$ cat src/rtl/cu_pipe_ctrl.sv
// LA32R decode-stage control: decodes ID, launches the EX bundle, stalls ID on RAW hazards.
// Optional macro CU_FWD_EN: forwarding exists downstream, so only load-use hazards stall.

`ifndef ALU_ADD
`define ALU_ADD      5'd0
`define ALU_SUB      5'd1
`define ALU_AND      5'd2
`define ALU_OR       5'd3
`define ALU_XOR      5'd4
`define ALU_NOR      5'd5
`define ALU_SLL      5'd6
`define ALU_SRL      5'd7
`define ALU_SRA      5'd8
`define ALU_SLT      5'd9
`define ALU_SLTU     5'd10
`define ALU_LUI      5'd11
`define EXT_NONE     3'd0
`define EXT_SI12     3'd1
`define EXT_UI12     3'd2
`define EXT_SI20     3'd3
`define RAM_EXT_NONE 3'd0
`define RAM_EXT_B    3'd1
`define RAM_EXT_BU   3'd2
`define RAM_EXT_H    3'd3
`define RAM_EXT_HU   3'd4
`define RAM_EXT_W    3'd5
`define WD_ALU       2'd0
`define WD_RAM       2'd1
`define WD_PC4       2'd2
`define ALUA_PC      1'b0
`define ALUA_R1      1'b1
`define ALUB_R2      1'b0
`define ALUB_EXT     1'b1
`endif

module cu_pipe_ctrl #(
   parameter int unsigned PIPE_DEPTH = 3,
   parameter int unsigned REG_AW     = 5
) (
   input  logic              cpu_clk,
   input  logic              cpu_rstn,
   input  logic              id_valid,
   input  logic [31:0]       id_inst,
   output logic              id_ready,
   input  logic              ex_ready,
   input  logic              flush,
   output logic              ex_valid,
   output logic [4:0]        ex_alu_op,
   output logic [2:0]        ex_ext_op,
   output logic [2:0]        ex_ram_ext_op,
   output logic [3:0]        ex_ram_we,
   output logic              ex_rf_we,
   output logic [1:0]        ex_wd_sel,
   output logic              ex_alua_sel,
   output logic              ex_alub_sel,
   output logic [REG_AW-1:0] ex_wr_addr,
   output logic              ex_ine
);

   typedef struct packed {
      logic [4:0]        alu_op;
      logic [2:0]        ext_op;
      logic [2:0]        ram_ext_op;
      logic [3:0]        ram_we;
      logic              rf_we;
      logic [1:0]        wd_sel;
      logic              alua_sel;
      logic              alub_sel;
      logic [REG_AW-1:0] wr_addr;
      logic              ine;
   } bundle_t;

   typedef struct packed {
      logic              v;
      logic [REG_AW-1:0] wr_addr;
      logic              is_load;
   } sb_t;

   bundle_t                dec;
   bundle_t                bnd_q, bnd_d;
   logic                   ex_valid_q, ex_valid_d;
   sb_t [PIPE_DEPTH-1:0]   sb_q, sb_d;
   logic                   use_rj, use_rk, use_rd, dec_load, known;
   logic                   hazard, issue;
   logic [16:0]            op3r;
   logic [9:0]             op12;
   logic [6:0]             op20;
   logic [REG_AW-1:0]      src_j, src_k, src_d;

   assign op3r  = id_inst[31:15];
   assign op12  = id_inst[31:22];
   assign op20  = id_inst[31:25];
   assign src_d = REG_AW'(id_inst[4:0]);
   assign src_j = REG_AW'(id_inst[9:5]);
   assign src_k = REG_AW'(id_inst[14:10]);

   // Instruction decode into the EX bundle plus source-read flags.
   always_comb begin
      dec          = '0;
      dec.alu_op   = `ALU_ADD;
      dec.ext_op   = `EXT_SI12;
      dec.alua_sel = `ALUA_R1;
      dec.alub_sel = `ALUB_EXT;
      dec.rf_we    = 1'b1;
      dec.wd_sel   = `WD_ALU;
      dec.wr_addr  = src_d;
      use_rj       = 1'b1;
      use_rk       = 1'b0;
      use_rd       = 1'b0;
      dec_load     = 1'b0;
      known        = 1'b1;
      if (op12 == 10'h000) begin
         dec.ext_op   = `EXT_NONE;
         dec.alub_sel = `ALUB_R2;
         use_rk       = 1'b1;
         case (op3r)
            17'h00020: dec.alu_op = `ALU_ADD;
            17'h00022: dec.alu_op = `ALU_SUB;
            17'h00024: dec.alu_op = `ALU_SLT;
            17'h00025: dec.alu_op = `ALU_SLTU;
            17'h00028: dec.alu_op = `ALU_NOR;
            17'h00029: dec.alu_op = `ALU_AND;
            17'h0002A: dec.alu_op = `ALU_OR;
            17'h0002B: dec.alu_op = `ALU_XOR;
            17'h0002E: dec.alu_op = `ALU_SLL;
            17'h0002F: dec.alu_op = `ALU_SRL;
            17'h00030: dec.alu_op = `ALU_SRA;
            default:   known      = 1'b0;
         endcase
      end else if (op20 == 7'h0A || op20 == 7'h0E) begin
         use_rj     = 1'b0;
         dec.ext_op = `EXT_SI20;
         if (op20 == 7'h0A) dec.alu_op   = `ALU_LUI;
         else               dec.alua_sel = `ALUA_PC;
      end else begin
         case (op12)
            10'h008: dec.alu_op = `ALU_SLT;
            10'h009: dec.alu_op = `ALU_SLTU;
            10'h00A: dec.alu_op = `ALU_ADD;
            10'h00D: begin dec.alu_op = `ALU_AND; dec.ext_op = `EXT_UI12; end
            10'h00E: begin dec.alu_op = `ALU_OR;  dec.ext_op = `EXT_UI12; end
            10'h00F: begin dec.alu_op = `ALU_XOR; dec.ext_op = `EXT_UI12; end
            10'h0A0: begin dec_load = 1'b1; dec.wd_sel = `WD_RAM; dec.ram_ext_op = `RAM_EXT_B;  end
            10'h0A8: begin dec_load = 1'b1; dec.wd_sel = `WD_RAM; dec.ram_ext_op = `RAM_EXT_BU; end
            10'h0A1: begin dec_load = 1'b1; dec.wd_sel = `WD_RAM; dec.ram_ext_op = `RAM_EXT_H;  end
            10'h0A9: begin dec_load = 1'b1; dec.wd_sel = `WD_RAM; dec.ram_ext_op = `RAM_EXT_HU; end
            10'h0A2: begin dec_load = 1'b1; dec.wd_sel = `WD_RAM; dec.ram_ext_op = `RAM_EXT_W;  end
            10'h0A4: begin dec.rf_we = 1'b0; use_rd = 1'b1; dec.ram_we = 4'b0001; end
            10'h0A5: begin dec.rf_we = 1'b0; use_rd = 1'b1; dec.ram_we = 4'b0011; end
            10'h0A6: begin dec.rf_we = 1'b0; use_rd = 1'b1; dec.ram_we = 4'b1111; end
            default: known = 1'b0;
         endcase
      end
      if (!dec.rf_we) dec.wr_addr = '0;
      if (!known) begin
         dec        = '0;
         dec.alu_op = `ALU_ADD;
         dec.ine    = 1'b1;
         use_rj     = 1'b0;
         use_rk     = 1'b0;
         use_rd     = 1'b0;
         dec_load   = 1'b0;
      end
   end

   // RAW detection against in-flight destinations; r0 destinations never match.
   always_comb begin
      hazard = 1'b0;
      for (int unsigned k = 0; k < PIPE_DEPTH; k++) begin
         logic live;
         live = sb_q[k].v && (sb_q[k].wr_addr != '0);
`ifdef CU_FWD_EN
         live = live && (k == 0) && sb_q[k].is_load;
`endif
         if (live && ((use_rj && sb_q[k].wr_addr == src_j) ||
                      (use_rk && sb_q[k].wr_addr == src_k) ||
                      (use_rd && sb_q[k].wr_addr == src_d)))
            hazard = 1'b1;
      end
   end

   assign id_ready = ex_ready & ~hazard & ~flush;
   assign issue    = id_valid & id_ready;

   // ID/EX and scoreboard advance together only when EX accepts.
   always_comb begin
      ex_valid_d = ex_valid_q;
      bnd_d      = bnd_q;
      sb_d       = sb_q;
      if (ex_ready) begin
         ex_valid_d = issue;
         bnd_d      = issue ? dec : '0;
         for (int unsigned k = 1; k < PIPE_DEPTH; k++) sb_d[k] = sb_q[k-1];
         sb_d[0].v       = issue;
         sb_d[0].wr_addr = issue ? dec.wr_addr : '0;
         sb_d[0].is_load = issue & dec_load;
      end
   end

   always_ff @(posedge cpu_clk or negedge cpu_rstn) begin
      if (!cpu_rstn) begin
         ex_valid_q <= 1'b0;
         bnd_q      <= '0;
         sb_q       <= '0;
      end else begin
         ex_valid_q <= ex_valid_d;
         bnd_q      <= bnd_d;
         sb_q       <= sb_d;
      end
   end

   assign ex_valid      = ex_valid_q;
   assign ex_alu_op     = bnd_q.alu_op;
   assign ex_ext_op     = bnd_q.ext_op;
   assign ex_ram_ext_op = bnd_q.ram_ext_op;
   assign ex_ram_we     = bnd_q.ram_we;
   assign ex_rf_we      = bnd_q.rf_we;
   assign ex_wd_sel     = bnd_q.wd_sel;
   assign ex_alua_sel   = bnd_q.alua_sel;
   assign ex_alub_sel   = bnd_q.alub_sel;
   assign ex_wr_addr    = bnd_q.wr_addr;
   assign ex_ine        = bnd_q.ine;

endmodule

$ cat config.mk
export PLATFORM = sky130hd
export DESIGN_NAME = cu_pipe_ctrl
export DESIGN_NICKNAME = d
export VERILOG_FILES = /design/src/rtl/cu_pipe_ctrl.sv
export SDC_FILE = /design/constraint.sdc
export NUM_CORES = 1
export LEC_CHECK = 0
export BUFFER_PORTS_ARGS = -buffer_cell sky130_fd_sc_hd__buf_2
export CORE_MARGIN = 8
export CORE_UTILIZATION = 45
export CTS_BUF_LIST = sky130_fd_sc_hd__clkbuf_16
export DETAILED_ROUTE_END_ITERATION = 8
export PLACE_DENSITY = 0.8
export SLEW_MARGIN = 20
export SYNTH_ARGS = -nofsm -noshare
export SYNTH_HDL_FRONTEND = slang
export SYNTH_SLANG_ARGS = --single-unit
$ cat constraint.sdc
create_clock -name cpu_clk -period 6.7 [get_ports cpu_clk]
set_input_delay 0.67 -clock cpu_clk [delete_from_list [all_inputs] [get_ports cpu_clk]]
set_output_delay 0.67 -clock cpu_clk [all_outputs]
set_load 0.05 [all_outputs]
-- After elaboration in Yosys (flattened, before gate mapping)
Cells that the tools add are included.
- memories kept: 0
- latch bits: 0
- memory bits (writable): 0
- output and inout port bits: 28
- bits of input ports: 37
- bits in read-only memories: 0
- register bits: 44
- word-level logic and storage cells: 122
- multipliers: 0
- bitwise logic cells: 5
- add/sub/neg operators: 0
- magnitude comparators: 0
- reductions and logical operators: 31
- muxes and demuxes: 34
- shift-type cells: 0
- divide/modulo/power cells: 0
- eq/ne operators: 36
- operator list (kind ; number):
    equality test 17 x 6 -> 1 bit (second input constant) ; 11
    equality test 10 x 8 -> 1 bit (second input constant) ; 8
    equality test 10 x 4 -> 1 bit (second input constant) ; 6
    2-to-1 mux 26 bit ; 2
    equality test 5 bit ; 9
    case mux 4 bit (10 select lines) ; 1
    2-to-1 mux 1 bit ; 20
    case mux 4 bit (5 select lines) ; 1
    logical AND 1 bit ; 15
    case mux 3 bit (5 select lines) ; 1
    case mux 5 bit (3 select lines) ; 1
    nonzero test 5 bit ; 3
    equality test 7 x 4 -> 1 bit (second input constant) ; 2
    OR reduction 14 bit ; 1
    2-to-1 mux 11 bit ; 1
    OR reduction 11 bit ; 1
    logical NOT 10 bit ; 1
    2-to-1 mux 10 bit ; 1
    2-to-1 mux 5 bit ; 2
    2-to-1 mux 8 bit ; 1
    logical OR 1 bit ; 7
    2-to-1 mux 7 bit ; 1
    OR reduction 3 bit ; 2
    OR reduction 5 bit ; 1
    4 further kinds ; 7

-- Depth between registers and ports, before layout
Gate-level depths: netlist of the first run.
- word-level depth: 18
- depth in mapped cells: 10
- gate-level depth less buffers: 7

-- Least setup slack after synthesis of the first run
No wires, ideal clock.
- kind: input to output
- start: in id_inst[25]
- end: out id_ready
- path slack: 2584 ps
- required time: 6030 ps
- stages: 6
- buffers on the path: 1
- arrival time: 3446 ps
- path through: buf_6 > and4bb_1 > o31ai_1 > o311ai_2 > o21ai_2 > nor4b_1
- cells in the longest elaborated chain, start to end: 16
- elaborated cells on any way between the ends: 69
- classes of those cells: eq/ne: 27; mux: 16; bitwise: 3; reduce/logical: 23
- ends and longest elaborated chain (what ; RTL line ; source):
    start: declaration ; 43 ; input logic [31:0] id_inst,
    equality test 10 x 8 -> 1 bit or equality test 10 x 4 -> 1 bit (tied branches) ; 136 ; case (op12)
    OR reduction 14 bit (no source line) ; -- ;
    2-to-1 mux 1 bit ; 136 ;
    2-to-1 mux 1 bit ; 130 ; end else if (op20 == 7'h0A || op20 == 7'h0E) begin
    2-to-1 mux 1 bit ; 112 ; if (op12 == 10'h000) begin
    2-to-1 mux 1 bit ; 155 ; if (!known) begin
    logical AND 1 bit, on equally long branches ; 175, 176 ;
    logical OR 1 bit ; 175 ; if (live && ((use_rj && sb_q[k].wr_addr == src_j) ||
    logical OR 1 bit ; 176 ; (use_rk && sb_q[k].wr_addr == src_k) ||
    logical AND 1 bit ; 175 ;
    2-to-1 mux 1 bit (2 in series) ; 175 ;
    2-to-1 mux 1 bit (*) ; 175 ;
    NOT 1 bit (*) ; 182 ; assign id_ready = ex_ready & ~hazard & ~flush;
    bitwise AND 1 bit (*) (2 in series) ; 182 ;
    end: declaration ; 44 ; output logic id_ready,
Every way passes the cells marked *; elsewhere a longest branch is shown, timed or not.

-- Worst setup path after layout of the first run
- start: reg sb_q[16] (netlist name)
- end: out id_ready
- cells in the longest elaborated chain, start to end: 9
- elaborated cells on any way between the ends: 15
- classes of those cells: eq/ne: 3; mux: 1; bitwise: 3; reduce/logical: 8
- ends and longest elaborated chain (what ; RTL line ; source):
    start: declaration ; 82 ; sb_t [PIPE_DEPTH-1:0] sb_q, sb_d;
    start signal: assignment ; 204 ; sb_q <= '0;
    start signal: assignment ; 208 ; sb_q <= sb_d;
    equality test 5 bit, on equally long branches ; 175, 176 ;
    logical AND 1 bit, on equally long branches ; 175, 176 ;
    logical OR 1 bit ; 175 ;
    logical OR 1 bit ; 176 ;
    logical AND 1 bit (*) ; 175 ;
    2-to-1 mux 1 bit (*) ; 175 ;
    NOT 1 bit (*) ; 182 ;
    bitwise AND 1 bit (*) (2 in series) ; 182 ;
Marks and branches as above.

==> impl_results.md, run 1 <==
- TritonCTS Sinks: 35
- Top_reg_cell synth: dfrtp_1
- Drt wl/cell: around 17 um
- Via density: approximately 5.7
- Worst-Margin Slew: between 0.7 and 0.8 ns
- Run status: finished, final reports clean
- First-pass GRT wire length: 11.3 mm
- Synth warn: 0
- Final Critical Period: ~3.6 ns
- Area share of the leading cell type in the synthesized netlist: 32.2%
- Critical path, cell by cell: or4_1 -> o21ai_1 -> nor4_1 -> o311ai_2 -> nand2_1 -> nor4b_1 -> buf_2
- Area of placed instances: between 2000 and 3000 um^2
- Post-route ant nets: 0
- N_diodes: 0
- Largest net degree at the start of global routing: 36
- HP Class: in2async
- Initial Utilization: about 46%
- Finished Cell Area: just over 3000 um^2
- Final global-route overflow total: 0
- Synthesized flop and latch total: 35
- Post-CTS Setup Bufs: 0
- Worst-Skew Late Latency: 0.28 ns
- First-pass iteration count of the detailed router: 4
- CP Data Required Time: around 6.0 ns
- CTS HTree Levels: 2
- Top cells by area, synth: dfrtp_1 (32%), xnor2_1 (9.0%), xor2_1 (6.4%), mux2_2 (5.0%), o32ai_1 (3.5%)
- Post-route setup TNS: 0 ns
- Slew Limit Fails: 0
- Global routing met2 resource utilization: 24.4%
- # rows: 28
- Number of buffers created by CTS: 5
- Async SR Flop Fraction: 100%
- Synth Area per Inst: approximately 9 um^2
- Final Total Pwr: roughly 0.52 mW
- Layout cells sized above 1: roughly 29%
- Critical Path Source Type: flip-flop
- PwrDens: 172 nW/um^2
- Setup violations, final: 0
- CP max stage cell: or4_1
- Area leader, netlist: dfrtp_1
- CP endpoint kind: output port
- Die H: 93.7 um
- Clock Path Buffers: 2
- Detailed-route via count: 2,322
- Worst rel slew slack: 49.7%
- Maxcap violations: 0
- Gr usage total: between 10% and 20%
- Post-Syn Area: 2720 um^2
- Post-cts repair resize count: 0
- Detailed placement HPWL: approximately 5.5 mm
- Root buffer cell: clkbuf_16
- Die X: approximately 94 um
- Layout Nets: around 370
- Fin crit share: between 50% and 60%
- Met1 Resource Use GR: 21.4%
- Number of enable flip-flop cells after synthesis: 0
- Largest stage delay, worst path: between 0.5 and 0.6 ns
- Final Core Density: 52.0%
- Grt peak-use layer: met2
- DRT iter0 DRCs: between 150 and 200
- WL final: between 7 and 8 mm
- Drt drc: 0
- Hold buffers post-CTS: 0
- Clock-pin transition on the worst setup and hold timing paths: 0.05 ns
- Die area: 8780 um^2
- Post-synth cell types: 63
- Area delta synth->final: 12.6%
- Antenna violations before repair: 0
- Fmax: around 280 MHz
- Count leader, synth: dfrtp_1
- Crit path DAT: 2.91 ns
- CP max FO: 5
- Hold slack: 0.455 ns
- Core Area: about 6000 um^2
- Leakage power: 1.33 nW
- PortBufs: 61
- Fillers: 550
- Final setup skew: 0.00423 ns
- Vias in the first global route: about 2,300
- Sequential fraction of the synthesis area: about 32%
- Top post-synthesis cells by count: dfrtp_1 (35), xnor2_1 (28), xor2_1 (20), nor2_1 (18), nand2_1 (17)
- Synth Instances: just under 300
- M3 GR Usage: between 4 and 5%
- Worst vdd ir: around 120 uV
- Kind of critical path: reg2out
- GPL Wtd Cong: 0.967
- RSZ-0062 raised after global routing: false
- Total I/O pin count: 65
- TritonCTS clock tree: yes
- Final Hold Vio Count: 0
[final cells by class]
| cell class | count | area [um^2] | area share, % |
|---|---|---|---|
| sequential | 35 | 876 | 28.6 |
| clock buffer | 5 | 125 | 4.09 |
| multi-input combinational | 217 | 1590 | 52.0 |
| inverter | 14 | 52.6 | 1.72 |
| tap | 75 | 93.8 | 3.07 |
| timing repair buffer | 61 | 305 | 9.98 |
| clock inverter | 3 | 16.3 | 0.532 |
[cell usage in the layout (no fill, tap or decap), types with 4 or more instances in the layout]
cell       netlist  final
buf_2            1     61
dfrtp_1         35     35
xnor2_1         28     28
xor2_1          20     20
nor2_1          18     18
nand2_1         17     17
inv_1           14     15
nor4_1          12     12
mux2_2          12     12
o32ai_1         11     11
nand3_1          9      9
o21ai_0          7      7
a21oi_1          6      6
o2bb2ai_1        6      6
nor3_1           5      5
clkbuf_16        0      5
or4_1            4      4
nor2b_1          4      4
[power breakdown]
part / total (mW) / internal (mW) / switching, mW / leakage [nW]
registers: 0.219 / 0.215 / 0.00380 / 0.485
clock network: 0.221 / 0.135 / 0.0858 / 0.0710
logic: 0.0845 / 0.0307 / 0.0538 / 0.774
[registers in the layout, indices dropped and copies added, names as in the netlist]
name,flops
ex_alu_op,4
ex_alua_sel,1
ex_ext_op,2
ex_ram_ext_op,3
ex_rf_we,1
ex_wd_sel,1
ex_ram_we,3
ex_ine,1
ex_alub_sel,1
ex_wr_addr,5
sb_q,13
[critical path: cells and delay by family (launching register included)]
family | cells | cell delay [ns]
and+or+nand+nor | 4 | 1.22
AOI/OAI and AO/OA | 2 | 0.62
DFF | 1 | 0.45
buffers and inverters | 1 | 0.33
[stage by stage]
stage | setup WS, ns | std cells
finish | 3.12 | 410
global route | 2.99 | 410
CTS | 3.13 | 410
detailed placement | 3.28 | 402
global placement | 3.32 | 402
floorplan | 2.58 | 297
[final timing paths]
path / endpoint / cells past startpoint / slack (ns) / startpoint
max in group asynchronous: sb_q[18]$_DFFE_PN0P_ / 1 / 5.75 / cpu_rstn
hold reg to reg: ex_ram_we[0]$_DFFE_PN0P_ / 1 / 0.49 / ex_ram_we[0]$_DFFE_PN0P_
hold / removal: sb_q[17]$_DFFE_PN0P_ / 1 / 0.46 / cpu_rstn
setup reg to reg: ex_ram_ext_op[1]$_DFFE_PN0P_ / 7 / 4.02 / sb_q[16]$_DFFE_PN0P_
min in group cpu_clk: ex_ram_we[0]$_DFFE_PN0P_ / 1 / 0.49 / ex_ram_we[0]$_DFFE_PN0P_
setup / recovery: id_ready / 7 / 3.12 / sb_q[16]$_DFFE_PN0P_
[cell families after synthesis]
kind of cell / count (synthesis) / share of synthesized area (%)
muxes: 14 / 5.71
other: 1 / 0.138
buffers and inverters: 45 / 9.53
and+or+nand+nor: 100 / 21.6
AOI/OAI and AO/OA: 52 / 15.2
xor gates and xnor gates: 48 / 15.5
DFF: 35 / 32.2
[routing by layer]
metal	routed length, um	vias up
met5	0	-
met4	117	0
met3	433	10
met2	3300	72
met1	3190	1111
li1	-	1129
Note: power is estimated with default switching activity, not from simulation.
==> run 2: changes to the inputs <==
--- a/config.mk
+++ b/config.mk
@@ -5,12 +5,13 @@
 export SDC_FILE = /design/constraint.sdc
 export NUM_CORES = 1
 export LEC_CHECK = 0
+export ABC_AREA = 1
 export BUFFER_PORTS_ARGS = -buffer_cell sky130_fd_sc_hd__buf_2
 export CORE_MARGIN = 8
 export CORE_UTILIZATION = 45
 export CTS_BUF_LIST = sky130_fd_sc_hd__clkbuf_16
 export DETAILED_ROUTE_END_ITERATION = 8
-export PLACE_DENSITY = 0.8
+export PLACE_DENSITY = 0.82
 export SLEW_MARGIN = 20
 export SYNTH_ARGS = -nofsm -noshare
 export SYNTH_HDL_FRONTEND = slang
==> constraint.sdc (replaced) <==
create_clock -name cpu_clk -period 3.1 [get_ports cpu_clk]
set_input_delay 0.31 -clock cpu_clk [delete_from_list [all_inputs] [get_ports cpu_clk]]
set_output_delay 0.31 -clock cpu_clk [all_outputs]
set_load 0.05 [all_outputs]
==> impl_results.md, run 2 <==
- Gr usage total: 17.2% (was 16.0%)
- Synthesized flop and latch total: 35 (unchanged)
- Final setup skew: 0.00296 ns (was 0.00423 ns)
- WL final: 8.38 mm (was 7.04 mm)
- Worst rel slew slack: 47.4% (was 49.7%)
- GPL Wtd Cong: 0.897 (was 0.967)
- Post-synth cell types: 39 (was 63)
- Biggest register: sb_q (unchanged)
- # rows: 29 (was 28)
- Largest net degree at the start of global routing: 36 (unchanged)
- RSZ-0062 raised after global routing: false (unchanged)
- Final global-route overflow total: 0 (unchanged)
- DRT iter0 DRCs: 242 (was 177)
- Vias in the first global route: 2,968 (was 2,274)
- First-pass GRT wire length: 13.8 mm (was 11.3 mm)
- Commonest non-fill, non-tap cell in the layout: nand2_1 (was buf_2)
- CP max FO: 24 (was 5)
- Drt drc: 0 (unchanged)
- Final Core Density: 53.5% (was 52.0%)
- Fin crit share: 87.8%
- CP Data Required Time: 2.79 ns (was 6.03 ns)
- Worst vdd ir: 267 uV (was 121 uV)
- Crit path DAT: 2.41 ns (was 2.91 ns)
- Post-route setup TNS: 0 ns (unchanged)
- HP Class: in2async (unchanged)
- Top_reg_cell synth: dfrtp_1 (unchanged)
- Clock-pin transition on the worst setup and hold timing paths: 0.06 ns (was 0.05 ns)
- Post-place setup slack: 0.415 ns (was 3.28 ns)
- Leakage power: 1.87 nW (was 1.33 nW)
- PortBufs: 61 (unchanged)
- Area share of the leading cell type in the synthesized netlist: 29.2% (was 32.2%)
- TritonCTS clock tree: yes (unchanged)
- Final Critical Period: 2.72 ns
- Max FFs per register: 13 (unchanged)
- Fmax: approximately 370 MHz
- Clock Path Buffers: 2 (unchanged)
- Final Hold Vio Count: 0 (unchanged)
- Drt wl/cell: 14.9 um (was 17.2 um)
- Slew Limit Fails: 0 (unchanged)
- Reg2Reg Setup Slack: 0.98 ns (was 4.02 ns)
- CTS HTree Levels: 2 (unchanged)
- Die H: 97.6 um (was 93.7 um)
- Multi-input logic area: 1790 um^2 (was 1590 um^2)
- Via density: 5.33 (was 5.66)
- Count leader, synth: nand2_1 (was dfrtp_1)
- Run status: finished, final reports clean (unchanged)
- First-pass iteration count of the detailed router: 5 (was 4)
- TritonCTS Sinks: 35 (unchanged)
- Finished Layout Cells: 564 (was 410)
- Top cells by area, synth: dfrtp_1 (29%), nand2_1 (16%), nand3_2 (6.0%), inv_1 (5.6%), xor2_1 (5.6%) (was dfrtp_1 (32%), xnor2_1 (9.0%), xor2_1 (6.4%), mux2_2 (5.0%), o32ai_1 (3.5%))
- Worst Setup Slack, final: 0.377 ns (was 3.12 ns)
- Maxcap violations: 0 (unchanged)
- Top post-synthesis cells by count: nand2_1 (129), inv_1 (45), dfrtp_1 (35), nor2_1 (35), nand3_1 (28) (was dfrtp_1 (35), xnor2_1 (28), xor2_1 (20), nor2_1 (18), nand2_1 (17))
- CP endpoint kind: output port (unchanged)
- Post-route ant nets: 0 (unchanged)
- Worst-Skew Late Latency: 0.28 ns (about the same)
- Post-Syn Area: 3000 um^2 (was 2720 um^2)
- FF+latch area: 876 um^2 (unchanged)
- Detailed-route via count: 3,005 (was 2,322)
- Post-cts repair resize count: 0 (unchanged)
- PwrDens: 338 nW/um^2 (was 172 nW/um^2)
- Antenna violations before repair: 0 (unchanged)
- Layout cells sized above 1: 22.8% (was 28.7%)
- Layout Nets: 523 (was 371)
- Core Area: 6390 um^2 (was 5890 um^2)
- Area delta synth->final: 13.9% (was 12.6%)
- Post-CTS Setup Bufs: 0 (unchanged)
- Placed cell count: 556 (was 402)
- Synth warn: 0 (unchanged)
- Worst-Margin Slew: 0.789 ns (was 0.754 ns)
- Setup violations, final: 0 (unchanged)
- Root buffer cell: clkbuf_16 (unchanged)
- N_diodes: 0 (unchanged)
- Sequential fraction of the synthesis area: 29.2% (was 32.2%)
- Critical Path Source Type: flip-flop (unchanged)
- Synth Area per Inst: 6.88 um^2 (was 9.21 um^2)
- Detailed placement HPWL: 6.46 mm (was 5.48 mm)
- Final Total Pwr: 1.15 mW (was 0.524 mW)
- Number of buffers created by CTS: 5 (unchanged)
- Initial Utilization: 46.9% (was 46.2%)
- Fillers: 649 (was 550)
- Area leader, netlist: dfrtp_1 (unchanged)
- Die X: 97.6 um (was 93.7 um)
- Hold buffers post-CTS: 0 (unchanged)
- Number of enable flip-flop cells after synthesis: 0 (unchanged)
- Most frequent cells in the layout: nand2_1 (129), buf_2 (61), inv_1 (45) (was buf_2 (61), dfrtp_1 (35), xnor2_1 (28))
- Async SR Flop Fraction: 100% (unchanged)
- Die area: 9530 um^2 (was 8780 um^2)
- Total I/O pin count: 65 (unchanged)
- Synth Instances: 436 (was 295)
- Kind of critical path: reg2out (unchanged)
[run 2: changes by cell type after synthesis, moves of 13 or more]
cell     previous run  this run
nand3_1             9        28
nand3_2             0        18
inv_1              14        45
nor2_1             18        35
nand2_1            17       129
o21ai_0             7        20
xnor2_1            28        11
[run 2: cell type report]
class / instances / area share, %
clock inverter: 3 / 0.586
multi-input combinational: 331 / 52.4
tap: 77 / 2.82
timing repair buffer: 63 / 9.38
sequential: 35 / 25.6
inverter: 50 / 5.49
clock buffer: 5 / 3.66
[run 2: final timing paths]
path | startpoint | endpoint | cells after the start
worst max-delay path | ex_wr_addr[3]$_DFFE_PN0P_ | id_ready | 7
worst min-delay path | cpu_rstn | ex_ram_ext_op[1]$_DFFE_PN0P_ | 1
worst max register to register | ex_wr_addr[3]$_DFFE_PN0P_ | ex_ext_op[1]$_DFFE_PN0P_ | 8
worst min register to register | ex_ram_we[0]$_DFFE_PN0P_ | ex_ram_we[0]$_DFFE_PN0P_ | 2
max in group asynchronous | cpu_rstn | sb_q[8]$_DFFE_PN0P_ | 1
min in group cpu_clk | ex_ready | sb_q[12]$_DFFE_PN0P_ | 3
[run 2: layer usage]
| metal | global-route usage [%] | up-vias | share of wire [%] |
|---|---|---|---|
| met5 | 0 | - | 0 |
| met4 | 4.55 | 0 | 1.5 |
| met3 | 3.49 | 11 | 6.1 |
| met1 | 22.3 | 1406 | 45 |
| li1 | - | 1491 | - |
| met2 | 28.0 | 97 | 47 |
[run 2: critical path, stage by stage, from the launching register on]
cell,delay (ns)
dfrtp_1,0.51
or4_1,0.53
o21ai_0,0.15
inv_1,0.06
nand2_1,0.07
nand2_2,0.08
nor2_8,0.37
buf_2,0.35
[run 2: logic make-up (layout without fill, tap and decap cells)]
| group | count (synthesis) | in the layout | synth area share (%) |
|---|---|---|---|
| AO/OA/AOI/OAI | 36 | 36 | 7.68 |
| AND/OR/NAND/NOR | 260 | 260 | 42.2 |
| buffers and inverters | 72 | 121 | 11.3 |
| XOR/XNOR | 30 | 30 | 8.76 |
| other | 1 | 3 | 0.125 |
| multiplexers | 2 | 2 | 0.668 |
| flip-flops | 35 | 35 | 29.2 |
[run 2: stage by stage]
step	instance area, um^2	hold WS, ns
floorplan	3010	0.0144
global placement	3270	0.432
detailed placement	3270	0.440
CTS	3420	0.137
global route	3420	0.169
finish	3420	0.106
[run 2: report_power, final]
part           switching [mW]  internal (mW)
Sequential            0.00676          0.464
Combinational           0.136         0.0561
Clock                   0.196          0.296
Total                   0.339          0.815
